--- config.mk ---
export PLATFORM = sky130hd
export DESIGN_NAME = mul_sig_seq
export DESIGN_NICKNAME = d
export VERILOG_FILES = /design/src/rtl/mul_sig_seq.sv
export SDC_FILE = /design/constraint.sdc
export NUM_CORES = 1
export LEC_CHECK = 0
export ABC_AREA = 0
export BUFFER_PORTS_ARGS = -buffer_cell sky130_fd_sc_hd__buf_2
export CAP_MARGIN = 20
export CELL_PAD_IN_SITES_DETAIL_PLACEMENT = 1
export CELL_PAD_IN_SITES_GLOBAL_PLACEMENT = 2
export CORE_MARGIN = 2
export CORE_UTILIZATION = 34
export DETAILED_ROUTE_END_ITERATION = 6
export GPL_TIMING_DRIVEN = 0
export PLACE_DENSITY = 0.74
export SYNTH_ARGS = -nofsm -noshare
export SYNTH_HDL_FRONTEND = slang
export SYNTH_SLANG_ARGS = --single-unit
--- constraint.sdc ---
create_clock -name i_clk -period 2.9 [get_ports i_clk]
set_input_delay 0.58 -clock i_clk [delete_from_list [all_inputs] [get_ports i_clk]]
set_output_delay 0.58 -clock i_clk [all_outputs]
set_load 0.02 [all_outputs]
--- src/rtl/mul_sig_seq.sv ---
// Sequential unsigned significand multiplier: retires DIGIT multiplier bits per
// cycle with a valid/ready handshake on both sides and registered status flags.
module mul_sig_seq #(
  parameter int WIDTH = 24,
  parameter int DIGIT = 1
) (
  input  logic               i_clk,
  input  logic               i_rst_n,
  input  logic               i_valid,
  output logic               o_ready,
  input  logic [WIDTH-1:0]   i_data_one,
  input  logic [WIDTH-1:0]   i_data_two,
  output logic               o_valid,
  input  logic               i_ready,
  output logic [2*WIDTH-1:0] o_data,
  output logic               o_norm,
  output logic               o_zero
);

  localparam int STEPS = WIDTH / DIGIT;
  localparam int CW    = $clog2(STEPS + 1);
  localparam int PW    = 2 * WIDTH;

  generate
    if (!((DIGIT == 1) || (DIGIT == 2) || (DIGIT == 4)) || (WIDTH % DIGIT != 0)) begin : g_bad_param
      $error("mul_sig_seq: DIGIT must be 1, 2 or 4 and divide WIDTH");
    end
  endgenerate

  typedef enum logic [1:0] {IDLE, BUSY, DONE} state_t;

  state_t          state_reg;
  logic [PW-1:0]   a_sh_reg;
  logic [WIDTH-1:0] b_reg;
  logic [PW-1:0]   acc_reg;
  logic [CW-1:0]   count_reg;
  logic [PW-1:0]   data_reg;
  logic            norm_reg;
  logic            zero_reg;
  logic            valid_reg;
  logic            ready_reg;
  logic [PW-1:0]   acc_next;

  // The multiplicand is pre-shifted to the current digit position, so each
  // digit contributes DIGIT shifted copies of it. Partial sums never exceed
  // the final product, so PW bits are always enough.
  logic [PW-1:0] pp_chain [DIGIT+1];
  assign pp_chain[0] = acc_reg;

  generate
    for (genvar gi = 0; gi < DIGIT; gi++) begin : g_digit
      assign pp_chain[gi+1] = pp_chain[gi] + (b_reg[gi] ? (a_sh_reg << gi) : {PW{1'b0}});
    end
  endgenerate

  assign acc_next = pp_chain[DIGIT];

  always_ff @(posedge i_clk or negedge i_rst_n) begin
    if (!i_rst_n) begin
      state_reg <= IDLE;
      a_sh_reg  <= '0;
      b_reg     <= '0;
      acc_reg   <= '0;
      count_reg <= '0;
      data_reg  <= '0;
      norm_reg  <= 1'b0;
      zero_reg  <= 1'b0;
      valid_reg <= 1'b0;
      ready_reg <= 1'b1;
    end else begin
      case (state_reg)
        IDLE: begin
          if (i_valid) begin
            a_sh_reg  <= {{WIDTH{1'b0}}, i_data_one};
            b_reg     <= i_data_two;
            acc_reg   <= '0;
            count_reg <= CW'(STEPS);
            ready_reg <= 1'b0;
            if ((i_data_one == '0) || (i_data_two == '0)) begin
              data_reg  <= '0;
              norm_reg  <= 1'b0;
              zero_reg  <= 1'b1;
              valid_reg <= 1'b1;
              state_reg <= DONE;
            end else begin
              state_reg <= BUSY;
            end
          end
        end
        BUSY: begin
          acc_reg   <= acc_next;
          a_sh_reg  <= a_sh_reg << DIGIT;
          b_reg     <= b_reg >> DIGIT;
          count_reg <= count_reg - CW'(1);
          if (count_reg == CW'(1)) begin
            data_reg  <= acc_next;
            norm_reg  <= acc_next[PW-1];
            zero_reg  <= 1'b0;
            valid_reg <= 1'b1;
            state_reg <= DONE;
          end
        end
        DONE: begin
          // Product registers are left untouched so they remain readable.
          if (i_ready) begin
            valid_reg <= 1'b0;
            ready_reg <= 1'b1;
            state_reg <= IDLE;
          end
        end
        default: begin
          state_reg <= IDLE;
          valid_reg <= 1'b0;
          ready_reg <= 1'b1;
        end
      endcase
    end
  end

  assign o_ready = ready_reg;
  assign o_valid = valid_reg;
  assign o_data  = data_reg;
  assign o_norm  = norm_reg;
  assign o_zero  = zero_reg;

endmodule
# After elaboration in Yosys (flattened, before gate mapping)
# Index checks and enable logic that the tools add are counted.
# totals
reg_bits,179
in_bits,52
word_cells,62
# op_classes
add_sub_neg,2
n_eq_ne,7
muxes,32
bitwise_logic,1
n_reduce_logical,10
# op_table
operator,count
$mux W48,6
$pmux W48 S2,3
$add A48 B48 Y48,1
$logic_not A24 Y1,2
$pmux W24 S2,1
$mux W24,1
$mux W1,10
$pmux W5 S2,1
$mux W2,4
$ne A2 B2 Y1 const B,4
$reduce_and A4 Y1,2
$pmux W1 S3,2
$pmux W2 S3,1
$reduce_and A3 Y1,2
$eq A5 B1 Y1 const B,1
$mux W5,1
$sub A5 B1 Y5 const B,1
$pmux W1 S2,2
$eq A2 B1 Y1 const B,1
$eq A2 B2 Y1 const B,1
$logic_not A2 Y1,1
$reduce_and A2 Y1,1
$reduce_bool A2 Y1,1
$logic_or A1 B1 Y1,1
$not A1 Y1,1

# Longest topological paths before layout
# depth
word_depth,5
ltp_mapped,15

# Worst setup path after synthesis
# No wires, ideal clock.
# synth_path
path_type,flip-flop to flip-flop
start,register b_reg[0]
end,register data_reg[42] (netlist: o_data[42])
arrival_ns,3.043
required_time_ns,2.772
slack_ns,-0.272
stages_incl_launch_ff,14
path_buffers,1
cell_sequence,dfrtp_1 clkbuf_1 and2_1 ha_1 fa_1 a21o_1 a311o_1 nand3_2 a2111o_1 a21oi_1 o41ai_1 o21ai_0 xnor2_1 o21ai_0
# synth_between
elab_chain_len,4
# synth_rtl
element,line_no,source
"start, declared",34,logic [WIDTH-1:0] b_reg;
"start signal, assigned",75,b_reg <= i_data_two;
"start signal, assigned",93,b_reg <= b_reg >> DIGIT;
$mux W48,52,assign pp_chain[gi+1] = pp_chain[gi] + (b_reg[gi] ? (a_sh_reg << gi) : {PW{1'b0}});
$add A48 B48 Y48,52,
$mux W48,95,if (count_reg == CW'(1)) begin
$pmux W48 S2,71,case (state_reg)
"end signal, assigned",96,data_reg <= acc_next;
"end, declared",37,logic [PW-1:0] data_reg;
# Every way passes these cells. The select of a mux whose other input is x is not followed.
# A chain may end at the register's enable or synchronous reset.

# Final worst setup path
# layout_path
start,register b_reg[0]
end,register acc_reg[46]
# layout_between
elab_chain_len,3
# layout_rtl
element,line_no,source
$mux W48,52,
$add A48 B48 Y48,52,
$pmux W48 S2,71,
"end signal, assigned",91,acc_reg <= acc_next;
"end, declared",35,logic [PW-1:0] acc_reg;
# Every way passes these cells.

==> impl_metrics.tcl <==
set metrics [dict create \
    p_per_area_nw_per_um2 871 \
    io_buffers 103 \
    path_clk_slew_ns 0.07 \
    ant_nets 0 \
    drc_errors 0 \
    dr.pass1.iters 4 \
    status "complete, but fails checks" \
    syn-mean-instance-area_um2 9.14 \
    clock_path_buffers 2 \
    drt-total-wl_um 34000 \
    synth_seq_cells 178 \
    drv_slew 0 \
    final_cell_mix "nand2_1, dfrtp_1, buf_2" \
    cpPeakStageDelay_ns 0.45 \
    total_power_mw 11.7 \
    ys_warn_count 0 \
    setup_viol 52 \
    cts_tree "yes" \
    htreeDepth 4 \
    maxCapViolations 0 \
    nNetsFinal 1385 \
    start_util_pct 34.8 \
    place_ws_ns -1.29 \
    post-place-cells 1589 \
    drt-wirelength-per-cell_um 20.2 \
    gp_congestion 0.856 \
    skew_ns 0.0141 \
    areaGrowthSynthToFinish_pct 33.9 \
    setup_slack_ns -0.535 \
    syn_area_um2 10100 \
    antenna_found_initial 0 \
    p_leak_nw 6.35 \
    slew_headroom_pct 46.1 \
    drive_gt1_share_pct 29.8 \
    synth_edf_count 0 \
    root_buffer "clkbuf_16" \
    coreArea_um2 28900 \
    postCtsHoldBufs 0 \
    critPathCaptureType "register" \
    synth_cell_types 54 \
    syn_nets 1203 \
    crit_chain "buf_8 > and2_4 > ha_4 > fa_2 > a21o_1 > a311o_1 > nand3_2 > a2111o_1 > a21oi_4 > buf_4 > o41ai_4 > buf_4 > o21ai_4 > xnor2_2 > o21ai_1" \
    crit_top_cell "buf_4" \
    die_h_um 176 \
    whs_ns 0.0935 \
    tightest_slew_ns 0.809 \
    pin_count 104 \
    ys_seq_area_share_pct 44.3 \
    synthCells 1101 \
    cts_sinks 178 \
    fp-row-count 62 \
    dieWidth_um 176 \
    fin_util_pct 46.6 \
    async_flop_share_pct 100 \
    hp-class "primary input to asynchronous set/reset pin" \
    synth_ff_type "dfrtp_1" \
    path_max_fanout 5 \
    vias 9002 \
    period_needed_ns 3.43 \
    hold_violations 0 \
    grt_pass1_wl_um 53400 \
    final_common_cell "nand2_1" \
    grtUsageTotal_pct 22.0 \
    clkLatencyLatePin_ns 0.45 \
    path_class "register to register" \
    maxClockFrequency_mhz 291 \
    start_kind "register" \
    min_period_over_period_pct 118 \
    dpl_cell_area_um2 11100 \
    via_per_inst 5.36 \
    grt_pass1_vias 9403 \
    diodes 0 \
    cts_made_buffers 17 \
    hpwlAfterDp_um 23500 \
    grt_max_degree 108 \
    vdd_drop_max_uv 531 \
    final.setup.tns_ns -12.04 \
    drt_iter0_markers 420 \
    layout.cells.non_filler 1680 \
    fin_area_um2 13500 \
    violations "setup timing" \
    required_ns 3.20 \
    floorplan.die_area_um2 31000 \
    arrival_ns 3.73 \
    rsz0062_at_grt "yes" \
    grt-ovfl-total 0 \
    slowest_stage "dfrtp_2" \
]
## final timing paths
path / start / end / slack, ns / depth (start not counted)
min in group i_clk: i_data_two[23] / b_reg[23] / 0.39 / 2
hold reg to reg: o_data[34] / o_data[34] / 0.48 / 2
setup reg to reg: b_reg[0] / acc_reg[46] / -0.53 / 15
hold / removal: i_rst_n / b_reg[9] / 0.09 / 1
setup / recovery: b_reg[0] / acc_reg[46] / -0.53 / 15
max in group asynchronous: i_rst_n / a_sh_reg[42] / 1.84 / 2
## worst max-delay path: cells and delay by family, from the launching register on
family                     cells  cell delay [ns]
and+or+nand+nor                2             0.23
buffers and inverters          3             0.50
DFF                            1             0.45
xor gates and xnor gates       1             0.23
AOI/OAI and AO/OA              7             1.39
adders and majority gates      2             0.50
## cells by family after synthesis
logic type	Yosys count	share of synthesized area, %
AOI/OAI and AO/OA	308	19.6
adders and majority gates	50	6.29
and+or+nand+nor	394	17.9
xor gates and xnor gates	46	4.00
buffers and inverters	76	3.08
muxes	49	4.88
DFF	178	44.3
## routing by layer
layer,up-vias,routed length [um],global-route usage (%)
met1,4567,16400,31.3
met2,129,16200,36.0
met3,35,776,2.61
li1,4271,-,-
met4,0,522,5.13
met5,-,0,0
## cells in the mapped netlist, drive strengths merged, types with 2 or more instances
cell	instances	area share, %
nor4b	2	0.17
o21ai	122	6.1
dfrtp	177	44
nor2b	5	0.31
nor2	33	1.2
a31oi	14	1.0
and3	7	0.43
buf	12	0.70
and2	50	3.1
a22o	46	4.0
inv	7	0.26
o31ai	4	0.30
o41ai	4	0.35
nor3	10	0.50
or2	2	0.12
a211oi	5	0.42
ha	49	6.1
nand4	14	0.87
o211ai	5	0.37
nand3	13	0.70
a21boi	2	0.15
xor2	15	1.3
clkbuf	57	2.1
mux2i	48	4.8
o21a	6	0.45
nand2b	8	0.50
xnor2	31	2.7
or3	3	0.19
a211o	4	0.35
a221oi	4	0.35
nor4	15	0.93
a21oi	53	2.6
nand2	227	8.5
nor3b	3	0.22
a41oi	2	0.25
a21o	28	2.1
o21bai	4	0.30
## power breakdown
| group | switching, mW | internal (mW) | leakage (nW) |
|---|---|---|---|
| clock network | 1.15 | 1.15 | 0.271 |
| logic | 3.48 | 2.26 | 3.73 |
| registers | 0.526 | 3.19 | 2.35 |
## layout make-up
class / count / area [um^2]
buffer: 58 / 293
tap: 384 / 480
sequential: 178 / 4460
timing repair buffer: 174 / 1150
fill: 3295 / 15500
multi-input combinational: 847 / 6520
clock buffer: 18 / 439
inverter: 7 / 26.3
clock inverter: 14 / 119
## what timing repair did
item / in CTS / in global routing
resized for setup: 200 / 83
cloned: 1 / 0
setup endpoints to repair: 84 / 77
setup buffers: 35 / 37
pin swaps: 45 / 78
(Power assumes the default switching activity.)
